### config.mk
export PLATFORM = sky130hd
export DESIGN_NAME = const_div_pipe
export DESIGN_NICKNAME = d
export VERILOG_FILES = /design/src/rtl/const_div_pipe.sv
export SDC_FILE = /design/constraint.sdc
export NUM_CORES = 1
export LEC_CHECK = 0
export CAP_MARGIN = 20
export CORE_MARGIN = 4
export CORE_UTILIZATION = 40
export CTS_CLUSTER_SIZE = 8
export DETAILED_ROUTE_END_ITERATION = 16
export DONT_BUFFER_PORTS = 1
export PLACE_DENSITY_LB_ADDON = 0.15
export SLEW_MARGIN = 30
export SYNTH_ARGS = -nofsm -noshare
export SYNTH_HDL_FRONTEND = slang
export SYNTH_SLANG_ARGS = --single-unit
### constraint.sdc
create_clock -name clk -period 4.15 [get_ports clk]
set_input_delay 0.83 -clock clk [delete_from_list [all_inputs] [get_ports clk]]
set_output_delay 0.83 -clock clk [all_outputs]
set_load 0.01 [all_outputs]
### src/rtl/const_div_pipe.sv
// const_div_pipe: unsigned division by a compile-time constant using a
// reciprocal multiply followed by a single remainder correction step.
// The result is exact for every numerator in 0 .. 2^WIDTH-1.
//
// Three register stages:
//   S1  numerator * MUL_CONST (full-width product), numerator, valid
//   S2  q_est = product >> SHIFT_CONST, r_est = numerator - q_est*DIVISOR
//   S3  corrected quotient/remainder (q_est may be one below the true value)
//
// Ports:
//   clk        rising-edge clock
//   rst        asynchronous, active-high reset
//   in_valid   numerator offered this cycle
//   in_ready   block accepts the offered numerator this cycle
//   numerator  WIDTH-bit unsigned dividend
//   out_valid  quotient/remainder pair present
//   out_ready  consumer accepts the present pair
//   quotient   floor(numerator / DIVISOR)
//   remainder  numerator mod DIVISOR
module const_div_pipe #(
  parameter int unsigned     WIDTH       = 16,
  parameter longint unsigned DIVISOR     = 10,
  parameter int unsigned     SHIFT_CONST = WIDTH,
  // Floor of 2^SHIFT_CONST / DIVISOR; the guard only keeps elaboration
  // arithmetic defined when DIVISOR is illegally 0 (flagged below).
  parameter longint unsigned MUL_CONST   =
    (64'd1 << SHIFT_CONST) / ((DIVISOR == 0) ? 64'd1 : DIVISOR)
) (
  input  logic             clk,
  input  logic             rst,
  input  logic             in_valid,
  output logic             in_ready,
  input  logic [WIDTH-1:0] numerator,
  output logic             out_valid,
  input  logic             out_ready,
  output logic [WIDTH-1:0] quotient,
  output logic [WIDTH-1:0] remainder
);

  localparam int unsigned     MW  = $clog2(MUL_CONST + 1);
  localparam int unsigned     PW  = WIDTH + MW;
  localparam logic [PW-1:0]   M_P = PW'(MUL_CONST);
  localparam logic [WIDTH:0]  D_W = (WIDTH+1)'(DIVISOR);

  if (DIVISOR == 0 || SHIFT_CONST < WIDTH) begin : g_bad_params
    $error("const_div_pipe: illegal parameters (DIVISOR must be >= 1 and SHIFT_CONST >= WIDTH)");
  end

  logic             w_advance;
  logic [PW-1:0]    w_prod;
  logic [WIDTH-1:0] w_q_est;
  logic [WIDTH:0]   w_r_est;
  logic             w_fix;
  logic [WIDTH-1:0] w_q_fix;
  logic [WIDTH-1:0] w_r_fix;

  logic             r_v1;
  logic [PW-1:0]    r_prod;
  logic [WIDTH-1:0] r_num1;
  logic             r_v2;
  logic [WIDTH-1:0] r_q2;
  logic [WIDTH:0]   r_r2;
  logic             r_v3;
  logic [WIDTH-1:0] r_q3;
  logic [WIDTH-1:0] r_r3;

  // The whole pipeline moves as one; a stalled output freezes every stage,
  // so bubbles keep their positions while stalled.
  assign w_advance = !r_v3 || out_ready;
  assign in_ready  = w_advance;

  always_comb begin
    w_prod  = {{MW{1'b0}}, numerator} * M_P;
    w_q_est = WIDTH'(r_prod >> SHIFT_CONST);
    // r_est lies in [0, 2*DIVISOR), hence the extra bit.
    w_r_est = {1'b0, r_num1} - ({1'b0, w_q_est} * D_W);
    w_fix   = (r_r2 >= D_W);
    w_q_fix = w_fix ? (r_q2 + 1'b1) : r_q2;
    w_r_fix = w_fix ? WIDTH'(r_r2 - D_W) : WIDTH'(r_r2);
  end

  always_ff @(posedge clk or posedge rst) begin
    if (rst) begin
      r_v1   <= 1'b0;
      r_prod <= '0;
      r_num1 <= '0;
      r_v2   <= 1'b0;
      r_q2   <= '0;
      r_r2   <= '0;
      r_v3   <= 1'b0;
      r_q3   <= '0;
      r_r3   <= '0;
    end else if (w_advance) begin
      r_v1   <= in_valid;
      r_prod <= w_prod;
      r_num1 <= numerator;
      r_v2   <= r_v1;
      r_q2   <= w_q_est;
      r_r2   <= w_r_est;
      r_v3   <= r_v2;
      r_q3   <= w_q_fix;
      r_r3   <= w_r_fix;
    end
  end

  assign out_valid = r_v3;
  assign quotient  = r_q3;
  assign remainder = r_r3;

endmodule

==> qor.csv <==
metric,value,unit
cts_buffers,9,
nets,1218,
status,"complete, but fails checks",
critical-path-max-stage-delay,510,ps
mostFrequentLayoutCells,"142 x nand2_1, 129 x ha_1, 107 x inv_1",
synth_cells,937,
antenna_cells,0,
synth.area.top_cells,"dfrtp_1 27%, ha_1 21%, fa_1 13%",
period_share,113,%
crit_chain,"ha_4, xor2_1, ha_1, fa_1, fa_1, inv_2, fa_1, inv_2, ha_4, nand2_4, or3_4, o221ai_4, a41oi_2, o21a_1, or4b_1, nand3_1",
drt-initial-drc-count,223,
cp_top_family,adder cells,
routed_wl,18800,um
fin_crit,4700,ps
clockBufferDepth,2,
start_util,40.8,%
worstSkewPairLatency,330,ps
path_max_fanout,7,
areaGrowthSynthToFinish,17.2,%
maxSlewHeadroom,52.0,%
grt_pass1_wl,32500,um
end_kind,flop,
drive_gt1_share,14.7,%
coreArea,0.0211,mm^2
globalplace.congestion,0.816,
critPathRequiredTime,4420,ps
grt_max_degree,72,
hold_slack,449,ps
layout_commonest_cell,nand2_1,
h-tree-depth,3,
critPathLaunchType,input pin,
hold_viol_final,0,
dp_hpwl,15100,um
ys_async_sr_fraction,100,%
cts_sinks,92,
die_h,155,um
cts-root-buf,clkbuf_16,
ys_seq_elements,92,
finClkSkew,8.99,ps
seqCellArea,0.00230,mm^2
layout_setup_ws,-549,ps
track_usage,16.5,%
holdCritPathClass,in2async,
synth_top_area_cell,dfrtp_1,
grt_pass1_vias,6486,
wl_per_cell,14.7,um
ant_nets,0,
grt.overflow.total,0,
cpMostUsedCell,fa_1,
drc,0,
crit_type,in2reg,
slew_viol_final,0,
postCtsHoldBufs,0,
yosysWarnings,0,
firstDrtPassIters,4,
syn_area,0.00860,mm^2
cts_tree,yes,
synth_ff_type,dfrtp_1,
synth.top_cell.area_share,26.8,%
num-fill-cells,2049,
worst_pin_slew,719,ps
port_buffers,0,
synth_edf_count,0,
path_clk_slew,70,ps
finalSetupViolations,12,
num_rows,53,
yosysSeqAreaShare,26.8,%
die_area,0.0239,mm^2
maxCapViolations,0,
regToRegSetupSlack,290,ps
synth_cell_types,65,
fmax,213,MHz
crit_slowest_cell,fa_1,
vias,6284,
chipWidth,155,um
rsz0062_at_grt,yes,
syn_avg_cell_area,9.18,um^2
critPathArrivalTime,4970,ps
cp_num_buf_inv,2,
multiInputGateArea,0.00614,mm^2
antenna_found_initial,0,
io_pins,54,
violations,setup timing,
viasPerCell,4.92,
pre_cts_slack,-1020,ps
[final timing paths]
path / depth (start not counted) / start / to
max: 16 / numerator[1] / r_prod[25]
min: 1 / rst / remainder[3]
max reg2reg: 16 / r_prod[18] / r_r2[15]
min reg2reg: 1 / r_v2 / out_valid
max in group asynchronous: 2 / rst / r_num1[10]
min in group clk: 1 / r_v2 / out_valid
[layer usage]
metal  up-vias  global-route usage [%]  share of wire (%)
met2        80                    26.7                 45
met4         0                    3.87                1.3
li1       3270                       -                  -
met3        14                    2.29                3.0
met1      2920                    23.5                 50
met5         -                       0                  0
[logic make-up (layout without fill, tap and decap cells)]
kind of cell / after synthesis / in the layout / synth area share (%)
AOI/OAI and AO/OA: 173 / 173 / 12.8
xor gates and xnor gates: 54 / 54 / 5.50
adders and majority gates: 202 / 202 / 34.3
buffers and inverters: 144 / 207 / 6.38
DFF: 92 / 92 / 26.8
muxes: 3 / 3 / 0.349
other: 1 / 2 / 0.0436
and+or+nand+nor: 268 / 268 / 13.9
[Yosys cell counts, types with 3 or more instances]
| cell | n |
|---|---|
| nor2b_1 | 7 |
| inv_1 | 117 |
| o21ai_0 | 29 |
| xor2_1 | 24 |
| nand4_1 | 7 |
| a21oi_1 | 44 |
| nor3_1 | 10 |
| o211ai_1 | 3 |
| nand2b_1 | 6 |
| dfrtp_1 | 92 |
| o31a_1 | 3 |
| nand4b_1 | 3 |
| nor2_1 | 51 |
| xnor2_1 | 30 |
| nor4_1 | 3 |
| a21o_1 | 17 |
| a31oi_1 | 4 |
| nand3_1 | 12 |
| mux2i_1 | 3 |
| ha_1 | 146 |
| o21ai_1 | 31 |
| inv_2 | 3 |
| nand2_1 | 144 |
| nor3b_1 | 4 |
| o311ai_1 | 4 |
| o21a_1 | 8 |
| o31ai_1 | 3 |
| a221oi_1 | 4 |
| or3_1 | 4 |
| and2_1 | 3 |
| clkbuf_1 | 21 |
| fa_1 | 56 |
[repair_timing]
| item | in CTS | in global routing |
|---|---|---|
| endpoints found under the hold margin | 0 | 0 |
| pin swaps | 38 | 30 |
| buffers inserted | 3 | 2 |
| endpoints found under the setup margin | 13 | 15 |
| gates cloned | 0 | 0 |
| gates resized for setup | 17 | 25 |
[final cells by class]
| type | instances | share of cell area, % |
|---|---|---|
| repair buffers | 71 | 5.40 |
| flip-flops and latches | 92 | 22.8 |
| well taps | 275 | 3.41 |
| multi-input cells | 702 | 60.9 |
| inverters | 120 | 4.51 |
| clock buffers | 11 | 2.41 |
| clock inverters | 5 | 0.571 |
[state kept, by name, summed over array words and instances, names as in the netlist]
name,flops
r_r2,17
r_prod,16
remainder,16
quotient,14
r_num1,13
r_q2,13
out_valid,1
r_v1,1
r_v2,1
[metrics by stage]
stage	area (um^2)	setup TNS (ps)	util [%]	cells
finish	10100	-3860	47.8	1276
CTS	9960	-4500	47.2	1274
detailed placement	9530	-10140	45.2	1256
global placement	9530	-9840	45.2	1256
global route	10100	-5650	47.8	1276
floorplan	8770	-6280	-	938
[worst reg2reg max path: cells and delay by family (launching register included)]
family,cells,cell delay (ps)
compound gates,8,1340
fa+ha+maj,3,980
xor+xnor,1,100
flops,1,370
buf+inv,1,190
simple gates,3,800
Power is not shown: default switching activity piles up to over one toggle a cycle in this logic, so the estimate is an artifact.
